[config.mk]
export PLATFORM = sky130hd
export DESIGN_NAME = data_mem_interface_flat
export DESIGN_NICKNAME = d
export VERILOG_FILES = /design/src/rtl/data_mem_interface_pkg.sv /design/src/rtl/data_mem_interface_if.sv /design/src/rtl/data_mem_interface_timer.sv /design/src/rtl/data_mem_interface.sv /design/src/flat_wrapper.sv
export SDC_FILE = /design/constraint.sdc
export NUM_CORES = 1
export LEC_CHECK = 0
export BUFFER_PORTS_ARGS = -buffer_cell sky130_fd_sc_hd__buf_2
export CAP_MARGIN = 20
export CELL_PAD_IN_SITES_DETAIL_PLACEMENT = 1
export CELL_PAD_IN_SITES_GLOBAL_PLACEMENT = 2
export CORE_ASPECT_RATIO = 0.8
export CORE_UTILIZATION = 31
export CTS_CLUSTER_SIZE = 12
export DETAILED_ROUTE_END_ITERATION = 6
export HOLD_SLACK_MARGIN = 0.1
export PLACE_DENSITY_LB_ADDON = 0.1
export SLEW_MARGIN = 20
export SYNTH_ARGS = -nofsm -noshare
export SYNTH_HDL_FRONTEND = slang
export SYNTH_SLANG_ARGS = --single-unit
[constraint.sdc]
create_clock -name clk -period 2.7 [get_ports clk]
set_clock_uncertainty 0.15 [all_clocks]
set_input_delay 0.405 -clock clk [delete_from_list [all_inputs] [get_ports clk]]
set_output_delay 0.405 -clock clk [all_outputs]
set_load 0.05 [all_outputs]
[src/rtl/data_mem_interface_pkg.sv]
// Shared types and defaults for the data-side memory adapter.
// The state enum sequences one bus access per core request.
package data_mem_interface_pkg;

    localparam int DEF_DATA_WIDTH = 32;
    localparam int DEF_TIMEOUT    = 64;

    typedef enum logic [1:0] {
        IDLE,
        REQ,
        WAIT,
        DONE
    } memIfState;

endpackage

[src/rtl/data_mem_interface_if.sv]
// Valid/ready data bus between the adapter (master) and memory (slave).
interface data_mem_interface_if #(
    parameter int DATA_WIDTH = 32
);

    logic                    BusReqValid;
    logic                    BusReqReady;
    logic                    BusWrite;
    logic [DATA_WIDTH/8-1:0] BusByteEn;
    logic [DATA_WIDTH-1:0]   BusAdr;
    logic [DATA_WIDTH-1:0]   BusWriteData;
    logic                    BusRespValid;
    logic [DATA_WIDTH-1:0]   BusRespData;
    logic                    BusRespErr;

    modport master (
        output BusReqValid,
        output BusWrite,
        output BusByteEn,
        output BusAdr,
        output BusWriteData,
        input  BusReqReady,
        input  BusRespValid,
        input  BusRespData,
        input  BusRespErr
    );

    modport slave (
        input  BusReqValid,
        input  BusWrite,
        input  BusByteEn,
        input  BusAdr,
        input  BusWriteData,
        output BusReqReady,
        output BusRespValid,
        output BusRespData,
        output BusRespErr
    );

endinterface

[src/rtl/data_mem_interface_timer.sv]
// Saturating wait-cycle counter; terminal count flags the bus timeout.
module data_mem_interface_timer #(
    parameter int TIMEOUT_CYCLES = 64
) (
    input  logic clk,
    input  logic rst_n,
    input  logic i_clear,
    input  logic i_enable,
    output logic o_tc
);

    localparam int W = $clog2(TIMEOUT_CYCLES);
    localparam logic [W-1:0] LAST = W'(TIMEOUT_CYCLES - 1);

    logic [W-1:0] r_cnt;

    always_ff @(posedge clk or negedge rst_n) begin
        if (!rst_n) begin
            r_cnt <= '0;
        end else if (i_clear) begin
            r_cnt <= '0;
        end else if (i_enable && (r_cnt != LAST)) begin
            r_cnt <= r_cnt + W'(1);
        end
    end

    assign o_tc = (r_cnt == LAST);

endmodule

[src/rtl/data_mem_interface.sv]
// Turns a single-cycle core data request into a bus transaction,
// stalling the core until the response or a timeout arrives.
module data_mem_interface
    import data_mem_interface_pkg::*;
#(
    parameter int DATA_WIDTH     = DEF_DATA_WIDTH,
    parameter int TIMEOUT_CYCLES = DEF_TIMEOUT
) (
    input  logic                    clk,
    input  logic                    reset,
    input  logic                    MemEn,
    input  logic                    MemWrite,
    input  logic [DATA_WIDTH/8-1:0] ByteEn,
    input  logic [DATA_WIDTH-1:0]   MemAdr,
    input  logic [DATA_WIDTH-1:0]   MemWriteData,
    output logic [DATA_WIDTH-1:0]   MemReadData,
    output logic                    Stall,
    output logic                    Fault,
    data_mem_interface_if.master    bus
);

    memIfState               r_state;
    logic                    r_req_valid;
    logic                    r_write;
    logic [DATA_WIDTH/8-1:0] r_byte_en;
    logic [DATA_WIDTH-1:0]   r_adr;
    logic [DATA_WIDTH-1:0]   r_wdata;
    logic [DATA_WIDTH-1:0]   r_rdata;
    logic                    r_fault;
    logic                    w_tc;

    data_mem_interface_timer #(
        .TIMEOUT_CYCLES(TIMEOUT_CYCLES)
    ) u_timer (
        .clk     (clk),
        .rst_n   (reset),
        .i_clear (r_state == REQ),
        .i_enable(r_state == WAIT),
        .o_tc    (w_tc)
    );

    always_ff @(posedge clk or negedge reset) begin
        if (!reset) begin
            r_state     <= IDLE;
            r_req_valid <= 1'b0;
            r_write     <= 1'b0;
            r_byte_en   <= '0;
            r_adr       <= '0;
            r_wdata     <= '0;
            r_rdata     <= '0;
            r_fault     <= 1'b0;
        end else begin
            unique case (r_state)
                IDLE: begin
                    if (MemEn) begin
                        r_write     <= MemWrite;
                        r_byte_en   <= ByteEn;
                        r_adr       <= MemAdr;
                        r_wdata     <= MemWriteData;
                        r_req_valid <= 1'b1;
                        r_state     <= REQ;
                    end
                end
                REQ: begin
                    if (bus.BusReqReady) begin
                        r_req_valid <= 1'b0;
                        r_state     <= WAIT;
                    end
                end
                WAIT: begin
                    // A response on the terminal cycle still beats the timeout
                    if (bus.BusRespValid) begin
                        r_rdata <= (bus.BusRespErr || r_write) ?
                                   '0 : bus.BusRespData;
                        r_fault <= bus.BusRespErr;
                        r_state <= DONE;
                    end else if (w_tc) begin
                        r_rdata <= '0;
                        r_fault <= 1'b1;
                        r_state <= DONE;
                    end
                end
                DONE: begin
                    r_fault <= 1'b0;
                    r_state <= IDLE;
                end
                default: r_state <= IDLE;
            endcase
        end
    end

    assign Stall            = MemEn & (r_state != DONE);
    assign MemReadData      = r_rdata;
    assign Fault            = r_fault;
    assign bus.BusReqValid  = r_req_valid;
    assign bus.BusWrite     = r_write;
    assign bus.BusByteEn    = r_byte_en;
    assign bus.BusAdr       = r_adr;
    assign bus.BusWriteData = r_wdata;

endmodule

[src/flat_wrapper.sv]
// flat-port wrapper written by rule: the top's interface ports become plain ports
module data_mem_interface_flat import data_mem_interface_pkg::*;
#(
    parameter int DATA_WIDTH     = DEF_DATA_WIDTH,
    parameter int TIMEOUT_CYCLES = DEF_TIMEOUT
)
  (clk, reset, MemEn, MemWrite, ByteEn, MemAdr, MemWriteData, MemReadData, Stall, Fault, bus_BusReqValid, bus_BusWrite, bus_BusByteEn, bus_BusAdr, bus_BusWriteData, bus_BusReqReady, bus_BusRespValid, bus_BusRespData, bus_BusRespErr);
  data_mem_interface_if #(.DATA_WIDTH(DATA_WIDTH)) bus_i ();
  input  logic clk;
  input  logic reset;
  input  logic MemEn;
  input  logic MemWrite;
  input  logic [DATA_WIDTH/8-1:0] ByteEn;
  input  logic [DATA_WIDTH-1:0] MemAdr;
  input  logic [DATA_WIDTH-1:0] MemWriteData;
  output logic [DATA_WIDTH-1:0] MemReadData;
  output logic Stall;
  output logic Fault;
  output wire logic [$bits(bus_i.BusReqValid)-1:0] bus_BusReqValid;
  output wire logic [$bits(bus_i.BusWrite)-1:0] bus_BusWrite;
  output wire logic [$bits(bus_i.BusByteEn)-1:0] bus_BusByteEn;
  output wire logic [$bits(bus_i.BusAdr)-1:0] bus_BusAdr;
  output wire logic [$bits(bus_i.BusWriteData)-1:0] bus_BusWriteData;
  input wire logic [$bits(bus_i.BusReqReady)-1:0] bus_BusReqReady;
  input wire logic [$bits(bus_i.BusRespValid)-1:0] bus_BusRespValid;
  input wire logic [$bits(bus_i.BusRespData)-1:0] bus_BusRespData;
  input wire logic [$bits(bus_i.BusRespErr)-1:0] bus_BusRespErr;
  assign bus_BusReqValid = bus_i.BusReqValid;
  assign bus_BusWrite = bus_i.BusWrite;
  assign bus_BusByteEn = bus_i.BusByteEn;
  assign bus_BusAdr = bus_i.BusAdr;
  assign bus_BusWriteData = bus_i.BusWriteData;
  assign bus_i.BusReqReady = bus_BusReqReady;
  assign bus_i.BusRespValid = bus_BusRespValid;
  assign bus_i.BusRespData = bus_BusRespData;
  assign bus_i.BusRespErr = bus_BusRespErr;
  data_mem_interface #(.DATA_WIDTH(DATA_WIDTH), .TIMEOUT_CYCLES(TIMEOUT_CYCLES)) u_core (.clk(clk), .reset(reset), .MemEn(MemEn), .MemWrite(MemWrite), .ByteEn(ByteEn), .MemAdr(MemAdr), .MemWriteData(MemWriteData), .MemReadData(MemReadData), .Stall(Stall), .Fault(Fault), .bus(bus_i));
endmodule
# Word-level counts from Yosys, hierarchy flattened
# Index checks and enable logic that the tools add are counted.
# W data, S select, Z words.
# word_totals
register_bits	111
latchBits	0
ramBits	0
romBits	0
in_bits	107
output_inout_bits	104
elab_cells	48
memories	0
# op_classes
add_sub_neg	1
mul	0
n_div	0
order_cmp	0
n_eq_ne	9
n_shift	0
muxes	16
bitwise_logic	1
n_reduce_logical	12
# ops
op	count
$mux W32	3
$mux W6	2
$mux W2	4
$pmux W2 S4	1
$reduce_bool A2 Y1	4
$add A6 B1 Y6 const B	1
$eq A6 B6 Y1 const B	1
$ne A2 B2 Y1 const B	3
$ne A6 B6 Y1 const B	1
$reduce_and A2 Y1	3
$reduce_and A3 Y1	2
$eq A2 B2 Y1 const B	2
$mux W1	4
$pmux W1 S2	2
$ne A3 B2 Y1 const B	1
$eq A2 B1 Y1 const B	1
$logic_not A2 Y1	1
$and A1 B1 Y1	1
$logic_and A1 B1 Y1	1
$logic_or A1 B1 Y1	1

# Depth between registers and ports, before layout
# depth
ltp_word	4
mapped_depth	7
mapped_depth_nobuf	6

# Modules after synthesis
# Synthesis repeated with hierarchy kept, for this count alone.
# hier_totals
cells_unflattened	287
area_unflattened_um2	4369.2
# modules_own_cells
mod	instances	cells_per_inst	area_each_um2	seq_area_each_um2
data_mem_interface	1	248	3988.8	2627.5
data_mem_interface_timer	1	39	380.4	150.1

# Least setup slack after synthesis
# OpenSTA, ideal clock, no wires.
# synth_path
kind	register to output
from	register u_core.r_state[0]
to	output Stall
t_arrival_ps	1316
required_time_ps	2145
path_slack_ps	829
stages_incl_launch_ff	3
n_path_buf	0
cell_sequence	dfrtp_1 -> ha_1 -> nor2b_1
# synth_via
elab_chain_cells	2
# synth_lines
item	line_no	rtl
from (decl)	data_mem_interface.sv:22	memIfState r_state;
from (signal assigned)	data_mem_interface.sv:44	r_state <= IDLE;
from (signal assigned)	data_mem_interface.sv:61	r_state <= REQ;
from (signal assigned)	data_mem_interface.sv:67	r_state <= WAIT;
$ne A2 B2 Y1	data_mem_interface.sv:92	assign Stall = MemEn & (r_state != DONE);
$and A1 B1 Y1	data_mem_interface.sv:92	
to (decl)	flat_wrapper.sv:17	output logic Stall;
# No other way between the ends.

# Worst setup path after layout
# layout_path
from	register u_core.r_state[0]
to	register u_core.r_rdata[10], in the netlist u_core.MemReadData[10]
# layout_via
elab_chain_cells	2
# layout_lines
item	line_no	rtl
$eq A2 B2 Y1	data_mem_interface.sv:53	unique case (r_state)
$reduce_and A2 Y1 (no line)	-	
to (signal assigned)	data_mem_interface.sv:73	r_rdata <= (bus.BusRespErr || r_write) ?
to (decl)	data_mem_interface.sv:28	logic [DATA_WIDTH-1:0] r_rdata;
# No other way between the ends.
# A chain may end at the register's enable or synchronous reset.

==> summary.md <==
* **CP max FO** 32
* **max-cap viol count** 0
* **result of the run** complete, no violations
* **drt initial violations** 117
* **Yosys Warn Count** 0
* **post-cts repair resize count** 0
* **startpoint type of the worst setup path** register
* **width of the die** 134.3 µm
* **crit path capture type** register
* **Ports** 211
* **Root Buffer** sky130_fd_sc_hd__clkbuf_16
* **Die Y** 107.9 µm
* **detailed-route wire length** 11160 µm
* **worst hold path depth** 2
* **global route overflow** 0
* **vias in the first global route** 3385
* **headroom to the max-slew limit** 70.09%
* **deepest level of the CTS H-tree** 3
* **first-pass GRT wire length** 17930 µm
* **type of the most critical hold path** in -> reg
* **startpoint of the lowest-slack register-to-register path** u_core.r_state[0]
* **clock tree sinks** 111
* **Starting Density** 31.93%
* **clock input transition at the sequential cells of the worst setup and hold paths** 70 ps
* **worst hold start** bus_BusRespData[16]
* **Skew-Pair Late Insertion Delay** 340 ps
* **total number of vias** 3171
* **minimum period implied by the final worst setup slack** 2090 ps
* **buffer and inverter count on the worst path** 2
* **proportion of layout cells with a drive suffix above 1** 61.80%
* **Post-CTS Hold Buffers** 1
* **number of nets in the synthesized netlist** 395
* **area of the mapped netlist** 4342 µm²
* **register bit count reported by yosys** 111
* **number of port buffers** 210
* **worst-case reg-to-reg path depth** 6
* **worst slew pin tran** 448.6 ps
* **GRT Overall Usage** 16.18%
* **number of design rule violations left after detail routing** 0
* **Post-DRT Antenna Nets** 0
* **fraction of the yosys area taken by sequential cells** 63.98%
* **# nets final** 608
* **CTS tree** built
* **Hold Fails Final Rpt** 0
* **setup violators final** 0
* **required time at the worst-slack endpoint** 2820 ps
* **TritonCTS buffer count** 9
* **unrepaired setup endpoints after global routing** no
* **WL/cell** 16.39 µm
* **fin. max-slew vios** 0
* **weighted congestion at the end of routability-driven global placement** 0.7186
* **num rows** 38
* **area enclosed by the die boundary** 14490 µm²
* **cell type of the slowest stage on the worst timing path** sky130_fd_sc_hd__ha_1
* **number of instances in the synthesized netlist** 282
* **sum of negative setup slack** 0 ps
* **antenna violations before repair** 1
* **maximum number of pins on one net before global-route repair** 65
* **maximum buffer depth of the clock tree** 2
* **Reg2Reg Setup Slack** 610 ps
* **data arrival at the endpoint of the critical path** 2210 ps
* **HPWL Detailed** 8428 µm
* **area of the core region** 13600 µm²
* **Crit Path Category** reg -> reg
* **Final Cycle Share** 77.42%
* **delay of the slowest cell on the worst path** 450 ps
* **Syn-to-layout area delta** 36.51%
* **Post-CTS Setup Bufs** 0
* **worst-case hold path end point** u_core.MemReadData[16]
* **maximum achievable frequency** 478.4 MHz
* **iteration count of the initial detailed-routing pass** 4
* **instance count on the critical path** 6
* **crit path cell chain** inv_1 > ha_1 > nand2_1 > nor3_4 > buf_4 > a22o_1
* **Netlist cell types** 33
* **fill count** 1465
* **family of cells with the greatest summed delay on the critical path** buffers and inverters
* **Via-to-Cell Ratio** 4.656
* **endpoint of the most critical register-to-register path** u_core.MemReadData[10]
* **average cell area after synthesis** 15.40 µm²
-- cell families (layout without fill, tap and decap cells) --
| logic type | Yosys count | after routing | synth area share [%] |
|---|---|---|---|
| AND/OR/NAND/NOR | 25 | 25 | 3.401 |
| other | 0 | 1 | 0 |
| AO/OA/AOI/OAI | 45 | 45 | 9.078 |
| multiplexers | 72 | 72 | 18.62 |
| buffers and inverters | 21 | 239 | 2.795 |
| XOR/XNOR | 2 | 2 | 0.4035 |
| flip-flops | 111 | 111 | 63.98 |
| adder cells (fa/ha/maj) | 6 | 6 | 1.729 |
-- through the flow --
step           utilization, %  worst slack, ps  instances  hold slack [ps]  cell area [µm²]
3_3_place_gp            41.22            726.8        663            179.6             5605
4_1_cts                 43.57            596.5        680            121.7             5924
5_1_grt                 43.57            363.7        680            120.7             5924
2_1_floorplan               -            829.5        282           -40.59             4342
3_5_place_dp            41.22            624.7        663            183.9             5605
6_report                43.59            609.6        681            135.7             5927
-- metal layers --
| layer | up-vias | wire length (µm) | share of wire, % | GRT usage, % |
|---|---|---|---|---|
| met5 | - | 13 | 0.12 | 0 |
| li1 | 1443 | - | - | - |
| met1 | 1580 | 4610 | 41 | 19.33 |
| met3 | 15 | 1045 | 9.4 | 6.403 |
| met4 | 2 | 150 | 1.3 | 5.297 |
| met2 | 131 | 5342 | 48 | 26.65 |
-- synthesized netlist by cell type, drive strengths merged --
cell type | number | area, µm²
nor4 | 1 | 6.260
buf | 15 | 98.84
a21oi | 3 | 15.01
a2111oi | 1 | 27.53
xor2 | 1 | 8.760
dfrtp | 111 | 2778
mux2i | 2 | 20.02
nor3 | 5 | 30.03
mux2 | 70 | 788.3
ha | 6 | 75.07
nand3 | 3 | 25.02
a22o | 32 | 280.3
o21ai | 5 | 36.28
o21ba | 1 | 10.01
nor2 | 5 | 26.27
o32a | 1 | 10.01
nand2b | 2 | 12.51
nor3b | 1 | 7.510
a41oi | 1 | 8.760
nor2b | 1 | 6.260
inv | 6 | 22.52
and3 | 1 | 11.26
a31oi | 1 | 6.260
nand2 | 6 | 22.52
xnor2 | 1 | 8.760
-- worst max-delay path by stage --
stage | from | slack (ps) | end
2_1_floorplan | u_core.r_state[0] | 830 | Stall
3_3_place_gp | u_core.r_state[0] | 730 | u_core.MemReadData[3]
3_5_place_dp | u_core.r_state[0] | 620 | u_core.MemReadData[25]
4_1_cts | u_core.r_state[0] | 600 | u_core.MemReadData[10]
5_1_grt | u_core.r_state[0] | 360 | u_core.MemReadData[30]
6_report | u_core.r_state[0] | 610 | u_core.MemReadData[10]
-- cell usage in the layout, fill, tap and decap left out, types with 5 or more instances in the layout --
master / count
sky130_fd_sc_hd__buf_2: 209
sky130_fd_sc_hd__dfrtp_1: 111
sky130_fd_sc_hd__mux2_2: 69
sky130_fd_sc_hd__a22o_1: 32
sky130_fd_sc_hd__clkbuf_16: 9
sky130_fd_sc_hd__inv_1: 6
sky130_fd_sc_hd__ha_1: 6
sky130_fd_sc_hd__nand2_1: 5
sky130_fd_sc_hd__buf_4: 5
-- registers in the layout (all words and copies together) (netlist names) --
name and cells:
u_core.MemReadData 32, u_core.bus.BusWriteData 32, u_core.bus.BusWrite 1, u_core.u_timer.r_cnt 6
u_core.Fault 1, u_core.r_state 2, u_core.bus.BusAdr 32, u_core.bus.BusReqValid 1
u_core.bus.BusByteEn 4
-- layout make-up --
class	instances	area, µm²	area share [%]
timing repair buffer	217	1134	19.13
inverter	6	22.52	0.3800
antenna	1	2.502	0.04222
sequential	111	2778	46.87
clock buffer	11	242.7	4.095
multi-input combinational	150	1456	24.57
tap	180	225.2	3.800
clock inverter	5	66.31	1.119
Power is not shown: default switching activity piles up to over one toggle a cycle in this logic, so the estimate is an artifact.
